$ cat config.mk
export PLATFORM = sky130hd
export DESIGN_NAME = urna_sessao_ctrl
export DESIGN_NICKNAME = d
export VERILOG_FILES = /design/src/rtl/urna_pkg.sv /design/src/rtl/urna_buffer_digitos.sv /design/src/rtl/urna_sessao_ctrl.sv
export SDC_FILE = /design/constraint.sdc
export NUM_CORES = 1
export LEC_CHECK = 0
export ABC_CLOCK_PERIOD_IN_PS = 2300
export BUFFER_PORTS_ARGS = -buffer_cell sky130_fd_sc_hd__buf_2
export CAP_MARGIN = 20
export CORE_ASPECT_RATIO = 0.6
export CORE_MARGIN = 4
export CORE_UTILIZATION = 53
export CTS_CLUSTER_SIZE = 16
export DETAILED_ROUTE_END_ITERATION = 16
export PLACE_DENSITY = 0.83
export SYNTH_ARGS = -nofsm -noshare
export SYNTH_HDL_FRONTEND = slang
export SYNTH_SLANG_ARGS = --single-unit
export TNS_END_PERCENT = 20
$ cat constraint.sdc
create_clock -name Clock -period 2.3 [get_ports Clock]
set_clock_uncertainty 0.15 [all_clocks]
set_input_delay 0.115 -clock Clock [delete_from_list [all_inputs] [get_ports Clock]]
set_output_delay 0.115 -clock Clock [all_outputs]
set_load 0.05 [all_outputs]
$ cat src/rtl/urna_pkg.sv
`default_nettype none
// ============================================================================
//  Module      : urna_pkg
//  Description : Shared types and constants for the voter-session sequencer:
//                session state encoding, digit width, buffer depth and the
//                padding digit used to force a null vote on short entries.
//  Revision    : 1.0 - initial release
// ============================================================================
package urna_pkg;

    localparam int DIG_W       = 4;
    localparam int NUM_DIGITOS = 4;
    // Enough bits to hold the count 0..NUM_DIGITOS
    localparam int CNT_DIG_W   = 3;

    // Never a valid candidate digit: short entries are recorded as null
    localparam logic [DIG_W-1:0] DIGITO_INVALIDO = 4'hF;

    typedef enum logic [1:0] {
        LIVRE     = 2'd0,
        DIGITANDO = 2'd1,
        ENVIANDO  = 2'd2,
        AGUARDA   = 2'd3
    } estado_t;

endpackage
`default_nettype wire

$ cat src/rtl/urna_buffer_digitos.sv
`default_nettype none
// ============================================================================
//  Module      : urna_buffer_digitos
//  Description : 4 x 4-bit digit buffer with write pointer.
//  Ports       : clk, rst      - clock, asynchronous active-high reset
//                i_clear       - empty the buffer (count and slots to 0)
//                i_write       - store i_data at slot o_count if not full
//                i_pad         - fill every unwritten slot with the pad digit
//                i_rd_idx      - combinational read index -> o_rd_data
//                o_count       - number of digits stored, 0..NUM_DIGITOS
//  Revision    : 1.0 - initial release
// ============================================================================
module urna_buffer_digitos
    import urna_pkg::*;
(
    input  logic                 clk,
    input  logic                 rst,
    input  logic                 i_clear,
    input  logic                 i_write,
    input  logic [DIG_W-1:0]     i_data,
    input  logic                 i_pad,
    input  logic [1:0]           i_rd_idx,
    output logic [CNT_DIG_W-1:0] o_count,
    output logic [DIG_W-1:0]     o_rd_data
);

    logic [DIG_W-1:0]     r_mem [NUM_DIGITOS];
    logic [CNT_DIG_W-1:0] r_count;

    always_ff @(posedge clk or posedge rst) begin
        if (rst) begin
            for (int i = 0; i < NUM_DIGITOS; i++) r_mem[i] <= '0;
            r_count <= '0;
        end else if (i_clear) begin
            for (int i = 0; i < NUM_DIGITOS; i++) r_mem[i] <= '0;
            r_count <= '0;
        end else if (i_pad) begin
            // Count is kept: it still reports how many digits were keyed
            for (int i = 0; i < NUM_DIGITOS; i++) begin
                if (CNT_DIG_W'(i) >= r_count) r_mem[i] <= DIGITO_INVALIDO;
            end
        end else if (i_write && (r_count < CNT_DIG_W'(NUM_DIGITOS))) begin
            r_mem[r_count[1:0]] <= i_data;
            r_count             <= r_count + CNT_DIG_W'(1);
        end
    end

    assign o_count   = r_count;
    assign o_rd_data = r_mem[i_rd_idx];

endmodule
`default_nettype wire

$ cat src/rtl/urna_sessao_ctrl.sv
`default_nettype none
// ============================================================================
//  Module      : urna_sessao_ctrl
//  Description : Voter-session sequencer between keypad/poll-worker panel and
//                the vote-counting FSM. Opens a session on Libera, buffers up
//                to 4 digits (Corrige/Confirma), replays them as single-cycle
//                Valid_Out strobes, then waits for Status_In.
//  Ports       : Clock, Reset (async, active-high)
//                Libera, Key_Valid, Key_Code, Corrige, Confirma - panel inputs
//                Status_In  - vote registered, from the vote FSM
//                Digit_Out, Valid_Out (registered), Finish_Out (comb.)
//                Pronta, Num_Digitos, Eleitores, Timeout_Evt, Erro_Status
//  Revision    : 1.0 - initial release
// ============================================================================
module urna_sessao_ctrl
    import urna_pkg::*;
#(
    parameter int TIMEOUT_CYCLES = 50_000_000,
    parameter int STATUS_WAIT    = 4,
    parameter int CNT_W          = 8
) (
    input  logic                 Clock,
    input  logic                 Reset,
    input  logic                 Libera,
    input  logic                 Key_Valid,
    input  logic [DIG_W-1:0]     Key_Code,
    input  logic                 Corrige,
    input  logic                 Confirma,
    input  logic                 Status_In,
    output logic [DIG_W-1:0]     Digit_Out,
    output logic                 Valid_Out,
    output logic                 Finish_Out,
    output logic                 Pronta,
    output logic [CNT_DIG_W-1:0] Num_Digitos,
    output logic [CNT_W-1:0]     Eleitores,
    output logic                 Timeout_Evt,
    output logic                 Erro_Status
);

    localparam int TMR_W  = $clog2(TIMEOUT_CYCLES + 1);
    localparam int WAIT_W = $clog2(STATUS_WAIT + 1);

    estado_t           r_state, w_next;
    logic [TMR_W-1:0]  r_timer;
    logic [WAIT_W-1:0] r_wait;
    logic [1:0]        r_idx;

    logic             w_act, w_buf_clear, w_buf_write, w_buf_pad;
    logic             w_inc_votos, w_timeout, w_erro;
    logic [DIG_W-1:0] w_rd_data;

    assign w_act = Corrige | Confirma | Key_Valid;

    urna_buffer_digitos u_buffer (
        .clk       (Clock),
        .rst       (Reset),
        .i_clear   (w_buf_clear),
        .i_write   (w_buf_write),
        .i_data    (Key_Code),
        .i_pad     (w_buf_pad),
        .i_rd_idx  (r_idx),
        .o_count   (Num_Digitos),
        .o_rd_data (w_rd_data)
    );

    always_ff @(posedge Clock or posedge Reset) begin
        if (Reset) r_state <= LIVRE;
        else       r_state <= w_next;
    end

    always_comb begin
        w_next      = r_state;
        w_buf_clear = 1'b0;
        w_buf_write = 1'b0;
        w_buf_pad   = 1'b0;
        w_inc_votos = 1'b0;
        w_timeout   = 1'b0;
        w_erro      = 1'b0;
        Finish_Out  = 1'b1;
        case (r_state)
            LIVRE: begin
                if (Libera) begin
                    w_next      = DIGITANDO;
                    w_buf_clear = 1'b1;
                end
            end
            DIGITANDO: begin
                // A digit keyed together with Corrige/Confirma is dropped
                if (Corrige) begin
                    w_buf_clear = 1'b1;
                end else if (Confirma) begin
                    if (Num_Digitos != '0) begin
                        w_buf_pad = 1'b1;
                        w_next    = ENVIANDO;
                    end
                end else if (Key_Valid) begin
                    w_buf_write = 1'b1;
                end
                if (!w_act && (r_timer == TMR_W'(TIMEOUT_CYCLES - 1))) begin
                    w_timeout = 1'b1;
                    w_next    = LIVRE;
                end
            end
            ENVIANDO: begin
                // Release the vote FSM in the same cycle it reports Status
                Finish_Out = Status_In;
                if (Status_In) begin
                    w_inc_votos = 1'b1;
                    w_next      = LIVRE;
                end else if (r_idx == 2'd3) begin
                    w_next = AGUARDA;
                end
            end
            AGUARDA: begin
                Finish_Out = Status_In;
                if (Status_In) begin
                    w_inc_votos = 1'b1;
                    w_next      = LIVRE;
                end else if (r_wait == WAIT_W'(STATUS_WAIT - 1)) begin
                    w_erro = 1'b1;
                    w_next = LIVRE;
                end
            end
            default: w_next = LIVRE;
        endcase
    end

    assign Pronta = (r_state == DIGITANDO);

    // Inactivity timer: runs only in DIGITANDO, restarted by any panel input
    always_ff @(posedge Clock or posedge Reset) begin
        if (Reset)                             r_timer <= '0;
        else if (r_state != DIGITANDO || w_act) r_timer <= '0;
        else                                   r_timer <= r_timer + TMR_W'(1);
    end

    always_ff @(posedge Clock or posedge Reset) begin
        if (Reset) begin
            r_idx  <= '0;
            r_wait <= '0;
        end else begin
            r_idx  <= (r_state == ENVIANDO) ? r_idx + 2'd1 : 2'd0;
            r_wait <= (r_state == AGUARDA) ? r_wait + WAIT_W'(1) : '0;
        end
    end

    always_ff @(posedge Clock or posedge Reset) begin
        if (Reset) begin
            Digit_Out   <= '0;
            Valid_Out   <= 1'b0;
            Eleitores   <= '0;
            Timeout_Evt <= 1'b0;
            Erro_Status <= 1'b0;
        end else begin
            // An early Status stops the replay from the next cycle on
            Valid_Out   <= (r_state == ENVIANDO) && !Status_In;
            if (r_state == ENVIANDO) Digit_Out <= w_rd_data;
            Timeout_Evt <= w_timeout;
            if (w_erro) Erro_Status <= 1'b1;
            if (w_inc_votos && (Eleitores != '1)) Eleitores <= Eleitores + CNT_W'(1);
        end
    end

endmodule
`default_nettype wire

==> impl_metrics.env <==
export IMPL_cts_made_buffers=9
export IMPL_synthArstFlopShare_pct=100
export IMPL_power_share_combinational_pct=26.3
export IMPL_synth_cell_type_count=47
export IMPL_drt_wl_total_um=7670
export IMPL_synth_commonest_cells="dfrtp_1, nor2_1, nand2_1"
export IMPL_synth_mux_area_fraction_pct=6.05
export IMPL_num_vias=2645
export IMPL_critPathArrivalTime_ps=2280
export IMPL_detail_route_vias_per_cell=5.78
export IMPL_antenna_cells_inserted=0
export IMPL_yosys_warnings=0
export IMPL_mappedNetlistArea_um2=3330
export IMPL_antenna_found_initial=1
export IMPL_clock_root_buffer="clkbuf_8"
export IMPL_grt_use_met3_pct=8.09
export IMPL_power_after_layout_mw=3.47
export IMPL_post_synth_and_or_nand_nor_area_fraction_pct=18.9
export IMPL_clock_pin_slew_reported_for_the_worst_setup_and_hold_paths_after_clock_tree_synthesis_ps=70
export IMPL_layout_drive_gt1_share_pct=25.1
export IMPL_area_sequential_um2=1680
export IMPL_post_syn_nets=337
export IMPL_cts_path_max_buffers=2
export IMPL_io_pin_count=31
export IMPL_setup_worst_path_start_class="flip-flop"
export IMPL_groute_layer_met1_usage_pct=34.4
export IMPL_grt_busiest_layer="met1"
export IMPL_firstDrtPassIters=5
export IMPL_num_nets_final=389
export IMPL_report_final_hold_viol_count=0
export IMPL_place_gp_congestion=0.983
export IMPL_fp_dieW_um=110
export IMPL_crit_path_top_delay_cell="or4_4"
export IMPL_crit_path_end_kind="flip-flop"
export IMPL_kind_of_cell_with_the_highest_combined_delay_on_the_critical_path="simple AND/OR/NAND/NOR gates"
export IMPL_grt_start_max_net_pins=27
export IMPL_grtUsageMet2_pct=27.9
export IMPL_swShare_pct=32.6
export IMPL_total_leakage_power_nw=1.81
export IMPL_period_needed_ps=2170
export IMPL_post_synth_cell_area_avg_um2=10.5
export IMPL_sequential_area_share_after_synthesis_pct=50.4
export IMPL_cts_tree="done"
export IMPL_peakVddDrop_mv=0.532
export IMPL_path_max_fanout=6
export IMPL_core_um2=6110
export IMPL_power_switching_mw=1.13
export IMPL_place_ws_ps=103
export IMPL_syn_inst=317
export IMPL_tightest_slew_ps=599
export IMPL_multiInputGateArea_um2=1620
export IMPL_synth_most_common_cell="dfrtp_1"
export IMPL_post_synth_xor_area_fraction_pct=7.37
export IMPL_setup_slack_ps=127
export IMPL_first_pass_grt_wire_length_um=12800
export IMPL_post_synth_top_area_fraction_pct=50.4
export IMPL_tritoncts_num_sinks=67
export IMPL_critical_path_buf_inv_count=0
export IMPL_number_of_flops_mapped_to_enable_cells_by_yosys=0
export IMPL_post_cts_setup_buffer_count=0
export IMPL_setup_viol_count_final=0
export IMPL_hold_class="in -> reg"
export IMPL_power_density_cell_area_nw_per_um2=872
export IMPL_starting_density_of_the_core_pct=54.5
export IMPL_drtIter0Drc=258
export IMPL_critical_path_max_stage_delay_ps=620
export IMPL_yosysTopAreaCell="dfrtp_1"
export IMPL_power_clock_fraction_pct=33.5
export IMPL_syn_to_final_growth_pct=19.6
export IMPL_core_rowCount=22
export IMPL_main_combinational_cell_family_by_area_after_synthesis="simple AND/OR/NAND/NOR gates"
export IMPL_share_of_synthesized_cell_area_in_full_adder_half_adder_and_majority_cells_pct=3.38
export IMPL_fmax_ghz=0.460
export IMPL_max_cap_viol_count=0
export IMPL_max_slew_margin_pct=59.7
export IMPL_synth_flop_cell="dfrtp_1"
export IMPL_grt_overflow_total=0
export IMPL_worst_setup_path_type="reg -> reg"
export IMPL_final_period_utilization_pct=94.5
export IMPL_share_seq_of_total_power_pct=40.2
export IMPL_status="finished clean"
export IMPL_htreeDepth=3
export IMPL_clk_latency_ps=340
export IMPL_maxSlewViolCount=0
export IMPL_fraction_of_the_mapped_netlist_area_in_compound_gates_pct=11.6
export IMPL_drt_wirelength_per_cell_um=16.7
export IMPL_grt_pass1_vias=2429
export IMPL_fin_worst_hold_slack_ps=43.8
export IMPL_ys_top_cells_by_area="dfrtp_1, xor2_1, nor2_1"
export IMPL_die_h_um=69.4
export IMPL_dpl_hpwl_um=5680
export IMPL_path_cells="ha_1 > nand4_1 > or4_4 > or3_1 > a21oi_1"
export IMPL_port_buffer_count=30
export IMPL_internal_power_mw=2.34
export IMPL_track_usage_pct=21.9
export IMPL_layout_filler_cells=485
export IMPL_required_time_at_the_worst_slack_endpoint_ps=2410
export IMPL_die_area_um2=7660
export IMPL_route_antenna_remaining_nets=0
export IMPL_detail_route_drc_violations=0
export IMPL_ys_seq_elements=67
-- worst reg2reg max path: cells and delay by family, from the launching register on --
family	cells	cell delay [ps]
AOI/OAI and AO/OA	1	160
and+or+nand+nor	3	1140
DFF	1	400
adders and majority gates	1	250
-- stage by stage --
step	TNS [ps]	util [%]	cells	cell area (um^2)
6_report	0	65.2	458	3980
5_1_grt	-2.59	65.2	458	3980
4_1_cts	0	64.8	458	3960
3_5_place_dp	0	60.1	437	3670
3_3_place_gp	0	60.1	437	3670
2_1_floorplan	-7.76	-	317	3360
-- cell type report --
type / count / share of cell area [%]
multi-input combinational: 232 / 40.6
sequential: 67 / 42.2
clock buffer: 9 / 3.11
timing repair buffer: 49 / 7.67
clock inverter: 7 / 2.92
inverter: 10 / 0.943
tap: 84 / 2.64
-- logic make-up (layout without fill, tap and decap cells) --
kind of cell,Yosys count,count (layout)
AND/OR/NAND/NOR,127,127
multiplexers,14,14
buffers and inverters,18,75
AO/OA/AOI/OAI,54,54
XOR/XNOR,28,28
flip-flops,67,67
adder cells (fa/ha/maj),9,9
-- state kept, by name, indices dropped and copies added (netlist names), 2 cells and up --
name	flops
Digit_Out	4
Eleitores	8
r_idx	2
r_state	2
r_timer	26
r_wait	3
u_buffer.o_count	3
u_buffer.r_mem	16
-- per-layer routing --
| layer | vias to the layer above | part of all wire (%) |
|---|---|---|
| met2 | 130 | 41 |
| met3 | 10 | 10 |
| met1 | 1270 | 48 |
| li1 | 1233 | - |
| met5 | - | 0.17 |
| met4 | 2 | 0.78 |
-- final timing paths --
path,startpoint,to,slack [ps],depth (start not counted)
min in group asynchronous,Reset,Eleitores[7],190,3
worst max register to register,r_timer[0],r_timer[18],130,5
worst max-delay path,r_timer[0],r_timer[18],130,5
worst min register to register,r_wait[0],r_wait[0],290,1
max in group asynchronous,Reset,r_timer[6],1090,4
worst min-delay path,Libera,r_state[0],40,3
-- power by group through the flow --
stage | Sequential [mW] | Combinational, mW | Clock, mW
floorplan | 1.53 | 0.520 | 0
global placement | 1.40 | 0.857 | 0
detailed placement | 1.41 | 0.879 | 0
CTS | 1.39 | 0.895 | 1.18
global route | 1.40 | 0.984 | 1.25
finish | 1.39 | 0.914 | 1.16
-- placed cells by master, fill, tap and decap left out, types with 7 or more instances in the layout --
cell type and n:
dfrtp_1 65, nor2_1 39, nand2_1 32, buf_2 30, xor2_1 18, a21oi_1 15, buf_4 14, nand3_1 12
xnor2_1 10, nand4_1 9, mux2_2 9, clkbuf_8 9, ha_1 8, inv_1 7, nor3_1 7, o21ai_0 7
-- timing repair --
item                                    in CTS  in global routing
endpoints found under the setup margin       0                 13
hold buffers                                 5                  0
endpoints found under the hold margin       27                  0
resized for setup                            0                  4
No activity file was read; power rests on OpenSTA's default activity.
